--- src/rtl/pixel_tap_sampler.sv ---
// pixel_tap_sampler
//   Front end of the frequency analysis chain. Counts pixel positions in a raw 8-bit line-scan
//   stream. At three tap positions it thresholds the pixel into a 1-bit sample. Once per
//   complete line it publishes the three samples together with a one-cycle strobe.
//   Malformed lines set a sticky error flag.
//
//   Optional feature, macro PIXEL_TAP_DEBOUNCE_EN:
//     Each tap output flips only after DEBOUNCE_DEPTH consecutive completed lines disagree with
//     it. When the macro is undefined, captures are published directly.
//
// Ports
//   clock          in   sampling clock, rising edge
//   reset          in   synchronous active-high reset
//   enable         in   run control; low parks the block in IDLE
//   pixel_valid    in   data carries a pixel this cycle
//   line_start     in   marks pixel 0 of a line (qualified by pixel_valid)
//   data[7:0]      in   pixel value
//   sample_data[2:0] out  bit k = published sample of tap k
//   sample_strobe  out  one-cycle pulse when sample_data updated
//   line_count[15:0] out complete lines published, wraps
//   line_error     out  sticky malformed-line flag
module pixel_tap_sampler #(
  parameter int unsigned PIXEL0_INDEX   = 63,
  parameter int unsigned PIXEL1_INDEX   = 511,
  parameter int unsigned PIXEL2_INDEX   = 1023,
  parameter int unsigned LINE_LENGTH    = 1024,
  parameter int unsigned THRESHOLD      = 128,
  parameter int unsigned DEBOUNCE_DEPTH = 3
) (
  input  logic        clock,
  input  logic        reset,
  input  logic        enable,
  input  logic        pixel_valid,
  input  logic        line_start,
  input  logic [7:0]  data,
  output logic [2:0]  sample_data,
  output logic        sample_strobe,
  output logic [15:0] line_count,
  output logic        line_error
);

  localparam int unsigned CntW = (LINE_LENGTH > 1) ? $clog2(LINE_LENGTH) : 1;
  localparam logic [CntW-1:0] LastPix = CntW'(LINE_LENGTH - 1);
  localparam logic [CntW-1:0] TapIdx [3] = '{CntW'(PIXEL0_INDEX), CntW'(PIXEL1_INDEX),
                                             CntW'(PIXEL2_INDEX)};
  // One extra bit so a threshold above 255 can never be reached.
  localparam logic [8:0] Thr = (THRESHOLD > 255) ? 9'd256 : 9'(THRESHOLD);

  typedef enum logic [1:0] {StIdle, StWaitLine, StActive} state_e;

  state_e          state_q, state_d;
  logic [CntW-1:0] cnt_q, cnt_d;
  logic [2:0]      cap_q, cap_d;
  logic            pub_recent_q, pub_recent_d;  // a line was just published, no pixel since
  logic [2:0]      sample_d;

  logic            start_px;    // pixel accepted as pixel 0 of a new line
  logic            next_px;     // pixel accepted as continuation of the current line
  logic            short_line;
  logic            long_line;
  logic            accept;
  logic            last;
  logic            above;
  logic [CntW-1:0] pos;

  // State register.
  always_ff @(posedge clock) begin
    if (reset) begin
      state_q <= StIdle;
    end else begin
      state_q <= state_d;
    end
  end

  // FSM output decode: classify the current pixel.
  always_comb begin
    start_px   = 1'b0;
    next_px    = 1'b0;
    short_line = 1'b0;
    long_line  = 1'b0;
    unique case (state_q)
      StWaitLine: begin
        if (enable && pixel_valid) begin
          if (line_start) begin
            start_px = 1'b1;
          end else if (pub_recent_q) begin
            long_line = 1'b1;
          end
        end
      end
      StActive: begin
        if (enable && pixel_valid) begin
          if (line_start) begin
            short_line = 1'b1;
            start_px   = 1'b1;
          end else begin
            next_px = 1'b1;
          end
        end
      end
      default: ;
    endcase
  end

  assign accept = start_px | next_px;
  assign pos    = start_px ? '0 : cnt_q;
  assign last   = accept && (pos == LastPix);
  assign above  = ({1'b0, data} >= Thr);

  // Next-state logic; enable low always wins.
  always_comb begin
    state_d = state_q;
    unique case (state_q)
      StIdle: begin
        if (enable) state_d = StWaitLine;
      end
      StWaitLine: begin
        if (!enable) begin
          state_d = StIdle;
        end else if (start_px) begin
          state_d = last ? StWaitLine : StActive;
        end
      end
      StActive: begin
        if (!enable) begin
          state_d = StIdle;
        end else if (last) begin
          state_d = StWaitLine;
        end
      end
      default: state_d = StIdle;
    endcase
  end

  // Pixel counter, captures and the long-line tracker.
  always_comb begin
    cnt_d = cnt_q;
    if (!enable) begin
      cnt_d = '0;
    end else if (accept) begin
      cnt_d = last ? '0 : pos + CntW'(1);
    end

    // A new line starts from clean captures so a dropped partial line cannot leak through.
    cap_d = start_px ? 3'b000 : cap_q;
    for (int k = 0; k < 3; k++) begin
      if (accept && (pos == TapIdx[k])) cap_d[k] = above;
    end
    if (!enable) cap_d = '0;

    pub_recent_d = pub_recent_q;
    if (!enable) begin
      pub_recent_d = 1'b0;
    end else if (last) begin
      pub_recent_d = 1'b1;
    end else if ((state_q == StWaitLine) && pixel_valid) begin
      pub_recent_d = 1'b0;
    end
  end

`ifdef PIXEL_TAP_DEBOUNCE_EN
  localparam logic [2:0] Depth = 3'(DEBOUNCE_DEPTH);

  logic [2:0][2:0] db_cnt_q, db_cnt_d;

  always_comb begin
    sample_d = sample_data;
    db_cnt_d = db_cnt_q;
    if (last) begin
      for (int k = 0; k < 3; k++) begin
        if (cap_d[k] != sample_data[k]) begin
          if (db_cnt_q[k] + 3'd1 == Depth) begin
            sample_d[k] = cap_d[k];
            db_cnt_d[k] = 3'd0;
          end else begin
            db_cnt_d[k] = db_cnt_q[k] + 3'd1;
          end
        end else begin
          db_cnt_d[k] = 3'd0;
        end
      end
    end
  end

  always_ff @(posedge clock) begin
    if (reset) begin
      db_cnt_q <= '0;
    end else begin
      db_cnt_q <= db_cnt_d;
    end
  end
`else
  logic unused_debounce_cfg;
  assign unused_debounce_cfg = ^DEBOUNCE_DEPTH;

  assign sample_d = last ? cap_d : sample_data;
`endif

  // Datapath and output registers.
  always_ff @(posedge clock) begin
    if (reset) begin
      cnt_q         <= '0;
      cap_q         <= '0;
      pub_recent_q  <= 1'b0;
      sample_data   <= '0;
      sample_strobe <= 1'b0;
      line_count    <= '0;
      line_error    <= 1'b0;
    end else begin
      cnt_q         <= cnt_d;
      cap_q         <= cap_d;
      pub_recent_q  <= pub_recent_d;
      sample_data   <= sample_d;
      sample_strobe <= last;
      if (last) line_count <= line_count + 16'd1;
      if (short_line || long_line) line_error <= 1'b1;
    end
  end

endmodule

--- config.mk ---
export PLATFORM = sky130hd
export DESIGN_NAME = pixel_tap_sampler
export DESIGN_NICKNAME = d
export VERILOG_FILES = /design/src/rtl/pixel_tap_sampler.sv
export SDC_FILE = /design/constraint.sdc
export NUM_CORES = 1
export LEC_CHECK = 0
export BUFFER_PORTS_ARGS = -buffer_cell sky130_fd_sc_hd__buf_2
export CAP_MARGIN = 10
export CORE_UTILIZATION = 55
export DETAILED_ROUTE_END_ITERATION = 8
export GPL_ROUTABILITY_DRIVEN = 0
export GPL_TIMING_DRIVEN = 0
export PLACE_DENSITY = 0.87
export SLEW_MARGIN = 20
export SYNTH_ARGS = -nofsm -noshare
export SYNTH_HDL_FRONTEND = slang
export SYNTH_SLANG_ARGS = --single-unit
--- constraint.sdc ---
create_clock -name clock -period 4.1 [get_ports clock]
set_input_delay 0.82 -clock clock [delete_from_list [all_inputs] [get_ports clock]]
set_output_delay 0.82 -clock clock [all_outputs]
set_load 0.01 [all_outputs]
## Word-level counts from Yosys, hierarchy flattened

Index checks and enable logic that the tools add are counted.
W data, S select, Z words.

| word-level totals | value |
|---|---|
| bits in registers | 37 |
| input bits | 13 |
| logic and storage cells | 59 |

| operators by class | value |
|---|---|
| add/subtract/negate cells | 2 |
| $lt $le $gt $ge | 1 |
| equality and inequality tests | 8 |
| mux-type cells | 27 |
| bitwise gates (word level) | 2 |
| reductions and logical operators | 11 |

Operators with widths:

| kind | number |
|---|---|
| $mux W10 | 2 |
| $add A16 B1 Y16 const B | 1 |
| $mux W1 | 16 |
| $mux W2 | 6 |
| $add A10 B1 Y10 const B | 1 |
| $eq A10 B10 Y1 const B | 1 |
| $eq A10 B6 Y1 const B | 1 |
| $eq A10 B9 Y1 const B | 1 |
| $ge A8 B8 Y1 const B | 1 |
| $mux W3 | 2 |
| $ne A3 B3 Y1 const B | 2 |
| $pmux W2 S3 | 1 |
| $logic_and A1 B1 Y1 | 5 |
| $reduce_or A2 Y1 | 2 |
| $reduce_and A3 Y1 | 1 |
| $eq A2 B1 Y1 const B | 1 |
| $eq A2 B2 Y1 const B | 1 |
| $logic_not A2 Y1 | 1 |
| $ne A2 B2 Y1 const B | 1 |
| $reduce_bool A2 Y1 | 1 |
| $logic_or A1 B1 Y1 | 1 |
| $not A1 Y1 | 1 |
| $or A1 B1 Y1 | 1 |

## Longest topological paths before layout

| logic depth | value |
|---|---|
| depth after elaboration | 10 |
| gate-level depth with buffers | 13 |
| gate-level depth less buffers | 9 |

## Worst setup path after synthesis

OpenSTA, ideal clock, no wires.

| path | value |
|---|---|
| path type | input port to flip-flop |
| start point | input enable |
| end point | register line_count[11] |
| data arrival time | 3121 ps |
| data required time | 3979 ps |
| path slack | 858 ps |
| stages on the path | 11 |
| buffers on the path | 4 |
| cell sequence | buf_4 > nand4_1 > clkbuf_1 > and2_1 > ha_1 > nand3_1 > or4_1 > buf_2 > buf_6 > nor3_1 > mux2_2 |

| between the ends | value |
|---|---|
| longest elaborated chain between the ends | 6 |
| elaborated cells between the ends (all ways) | 9 |
| classes of those cells | eq/ne (1); mux (5); bitwise (1); reduce/logical (2) |

RTL lines:

| element | line | RTL |
|---|---|---|
| start, declared | 32 | `input logic enable,` |
| $logic_and A1 B1 Y1 * | 83, 92 |  |
| $mux W1 | 92 | `if (enable && pixel_valid) begin` |
| $mux W1 | -- |  |
| $mux W10 | 106 | `assign pos = start_px ? '0 : cnt_q;` |
| $eq A10 B10 Y1 | 107 | `assign last = accept && (pos == LastPix);` |
| $logic_and A1 B1 Y1 * | 107 |  |
| end signal, assigned | 215 | `if (last) line_count <= line_count + 16'd1;` |
| end, declared | 38 | `output logic [15:0] line_count,` |

Every way passes the cells marked *; elsewhere a longest branch is shown, timed or not.
A chain may end at the register's enable or synchronous reset.

## Worst setup path after layout

| path | value |
|---|---|
| start point | register state_q[0] |
| end point | register line_count[11] |

| between the ends | value |
|---|---|
| longest elaborated chain between the ends | 6 |
| elaborated cells between the ends (all ways) | 9 |
| classes of those cells | eq/ne (3); mux (3); bitwise (1); reduce/logical (2) |

RTL lines:

| element | line | RTL |
|---|---|---|
| start, declared | 51 | `state_e state_q, state_d;` |
| start signal, assigned | 69 | `state_q <= StIdle;` |
| start signal, assigned | 71 | `state_q <= state_d;` |
| $eq A2 B1 Y1 or $eq A2 B2 Y1 (tied branches) | 81 | `unique case (state_q)` |
| $reduce_or A2 Y1 (no source line) | -- |  |
| $mux W1 | -- |  |
| $mux W10 | 106 |  |
| $eq A10 B10 Y1 | 107 |  |
| $logic_and A1 B1 Y1 * | 107 |  |

Marks and branches as above.

==> results.rst <==
.. list-table::
   :header-rows: 1

   * - Metric
     - Value
   * - Final clock period utilization by the worst path
     - 0.8632
   * - Post-synthesis async set-or-reset flop share
     - 0
   * - Post-route design area
     - 2150 um^2
   * - Transition time of the tightest slew-check pin
     - 0.8689 ns
   * - Fmax
     - 282.6 MHz
   * - Worst hold path class
     - register to register
   * - Cell type with the largest total area after synthesis
     - sky130_fd_sc_hd__dfxtp_1
   * - Final setup violation count
     - 0
   * - Slew HR
     - 0.4159
   * - Number of fillers in the final layout
     - 263
   * - Critical path start-end classification
     - register to register
   * - Arrival time worst endpoint
     - 3.79 ns
   * - Count of final max-slew check failures
     - 0
   * - Type of element capturing the critical path
     - register
   * - Setup slack at placement
     - 0.3868 ns
   * - Placed cell areas
     - 2054 um^2
   * - Final Critical Period
     - 3.539 ns
   * - Largest fanout of any net on the critical path
     - 10
   * - Area enclosed by the die boundary
     - 3655 um^2
   * - Post-cts hold buffer count
     - 0
   * - Number of resized instances in the post-cts repair step
     - 0
   * - Register-to-register setup slack
     - 0.56 ns
   * - Data required time of the critical path
     - 4.35 ns
   * - Total Routing Usage GR
     - 0.2512
   * - Total number of vias
     - 1769
   * - Static Leakage
     - 0.8353 nW
   * - Count of boundary I/O pins
     - 34
   * - Result of the run
     - finished clean
   * - Std-Cell Core Area
     - 3153 um^2
   * - Number of clock buffers inserted by TritonCTS
     - 5
   * - Vert. Die Dim
     - 60.46 um
   * - Sequential element share of the synthesized area
     - 0.3835
   * - Core utilization of the finished layout
     - 0.6817
   * - Count of clock tree sinks
     - 36
   * - Clock latency at the later pin of the worst-skew pair
     - 0.34 ns
   * - Number of enable-type register cells in the synthesized netlist
     - 0
   * - Number of global-route vias before repair
     - 1569
   * - Slack of the critical path
     - 0.5609 ns
   * - Maximum number of pins on one net before global-route repair
     - 12
   * - Largest clock skew in the final design
     - 0.01184 ns
   * - Netlist area before placement
     - 1879 um^2
   * - CTS tree
     - done
   * - Detailed placement HPWL
     - 2940 um
   * - Avg WL per Cell
     - 13.87 um
   * - Layout cells sized above 1
     - 0.2016
   * - First-pass GRT wire length
     - 6762 um
   * - Post-route DRC violation count
     - 0
   * - Antenna-violating nets left
     - 0
   * - Area growth syn-to-layout
     - 14.38%
   * - Initial cell density of the core
     - 0.5960
   * - PnR Total Power
     - 0.6886 mW
   * - Fraction of synthesized cell area taken by the top area cell type
     - 0.3835
   * - Number of post-CTS setup repair buffers
     - 0
   * - Number of distinct library cells after synthesis
     - 43
   * - Final Hold Fails
     - 0
   * - First drt pass iteration count
     - 4
   * - Die boundary width
     - 60.46 um
   * - Depth of the CTS H-tree
     - 2
   * - Worst voltage drop across the vdd grid
     - 0.2219 mV
   * - Number of buffers inserted by port buffering
     - 24
   * - Unrepaired setup endpoints after global routing
     - false
   * - Layout Nets
     - 276
   * - Endpoint of the worst register-to-register path
     - line_count[11]
   * - Number of standard-cell rows in the floorplan
     - 20
   * - Top cells by area in the synthesized netlist
     - sky130_fd_sc_hd__dfxtp_1 (38%), sky130_fd_sc_hd__mux2_2 (6.6%), sky130_fd_sc_hd__nor2_1 (4.8%)
   * - Cell with the most instances after synthesis
     - sky130_fd_sc_hd__dfxtp_1
   * - Number of DRC markers after the initial detailed-route iteration
     - 80
   * - Top cells by count, synth
     - sky130_fd_sc_hd__dfxtp_1 (36), sky130_fd_sc_hd__nor2_1 (24), sky130_fd_sc_hd__nand2_1 (19)
   * - Clock transition at the registers of the reported paths
     - 0.11 ns
   * - Most frequently used flop master after synthesis
     - sky130_fd_sc_hd__dfxtp_1
   * - Power per unit of standard cell area
     - 320.3 nW/um^2
   * - Inserted Diodes
     - 0
   * - R2r startpoint
     - state_q[0]
   * - Post-Route Setup TNS
     - 0 ns
   * - DRT Wirelength
     - 4189 um
   * - Initial antenna violation count
     - 0
   * - Routed vias/inst
     - 5.858
   * - Number of warnings reported in the yosys synthesis log
     - 0
   * - Mapped Nets
     - 245
   * - Critical path launch point
     - state_q[0]
   * - Register bit total from synthesis
     - 36
   * - Post-synthesis instance total
     - 226
   * - Cells on worst reg2reg path
     - 12
   * - Max-cap violations
     - 0
   * - Crit start category
     - register
   * - Maximum buffer depth of the clock tree
     - 2
   * - Worst setup path end
     - line_count[11]
   * - Average footprint of a synthesized cell
     - 8.315 um^2
   * - Root buf cell
     - sky130_fd_sc_hd__clkbuf_4
   * - Leftover overflow at the end of global routing
     - 0
-- per-stage QoR --
step	cells	hold WS, ns
2_1_floorplan	226	0.4366
3_3_place_gp	294	0.4414
3_5_place_dp	294	0.4460
4_1_cts	302	0.4612
5_1_grt	302	0.4752
6_report	302	0.4582
-- per-layer routing --
| layer | global-route usage | up-vias | share of wire |
|---|---|---|---|
| met1 | 0.3104 | 820 | 0.46 |
| met5 | 0 | - | 0 |
| li1 | - | 875 | - |
| met3 | 0.07249 | 11 | 0.045 |
| met2 | 0.3925 | 63 | 0.47 |
| met4 | 0.1429 | 0 | 0.019 |
-- where the power goes --
part	internal (mW)	switching, mW
registers	0.352	0.00219
clock network	0.162	0.123
logic	0.0189	0.0301
total	0.533	0.155
-- area by class of cell --
cell class                 instances  area [um^2]  share of cell area
buffer                            13        61.31             0.02852
clock buffer                       7        65.06             0.03027
clock inverter                     1        30.03             0.01397
inverter                           6        22.52             0.01048
multi-input combinational        171         1075              0.5000
sequential                        36        720.7              0.3353
tap                               44        55.05             0.02561
timing repair buffer              24        120.1             0.05588
-- cell usage in the layout, fill, tap and decap left out, drive strengths merged, types with 3 or more instances in the layout --
cell type,instances
a21oi,15
and2,3
and4,4
buf,28
clkbuf,16
dfxtp,36
ha,6
inv,6
mux2,11
nand2,19
nand3,15
nand4,9
nor2,24
nor2b,10
nor3,8
nor4,3
o21ai,6
o31ai,3
or3,5
or4,3
-- how the worst min path moves through the flow --
stage | from | to | slack (ns) | cells past startpoint
after floorplan | pub_recent_q | pub_recent_q | 0.44 | 2
after global placement | sample_data[2] | sample_data[2] | 0.44 | 2
after detailed placement | sample_data[2] | sample_data[2] | 0.45 | 2
after CTS | sample_data[2] | sample_data[2] | 0.46 | 2
after global routing | sample_data[2] | sample_data[2] | 0.48 | 2
final | sample_data[2] | sample_data[2] | 0.46 | 2
-- state kept, by name (all words and copies together), names as in the netlist --
name and flops:
sample_strobe 1, state_q 2, sample_data 3, line_error 1, pub_recent_q 1, line_count 16, cnt_q 10, cap_q 2
-- worst max-delay path, stage by stage, from the launching register on --
cell                       delay [ns]
sky130_fd_sc_hd__dfxtp_1         0.37
sky130_fd_sc_hd__inv_1           0.08
sky130_fd_sc_hd__ha_1            0.32
sky130_fd_sc_hd__nand4_1         0.21
sky130_fd_sc_hd__clkbuf_1        0.35
sky130_fd_sc_hd__and2_1          0.18
sky130_fd_sc_hd__ha_1            0.20
sky130_fd_sc_hd__nand3_1         0.19
sky130_fd_sc_hd__or4_1           0.51
sky130_fd_sc_hd__buf_2           0.22
sky130_fd_sc_hd__buf_6           0.17
sky130_fd_sc_hd__nor3_1          0.27
sky130_fd_sc_hd__mux2_2          0.38
-- logic make-up (layout without fill, tap and decap cells) --
kind of cell | count (synthesis) | in the layout | synth area share
flip-flops | 36 | 36 | 0.3835
AO/OA/AOI/OAI | 35 | 35 | 0.1119
adder cells (fa/ha/maj) | 6 | 6 | 0.03995
AND/OR/NAND/NOR | 114 | 114 | 0.3296
buffers and inverters | 19 | 51 | 0.04460
XOR/XNOR | 3 | 3 | 0.01398
multiplexers | 13 | 13 | 0.07657
Note: power is estimated with default switching activity, not from simulation.
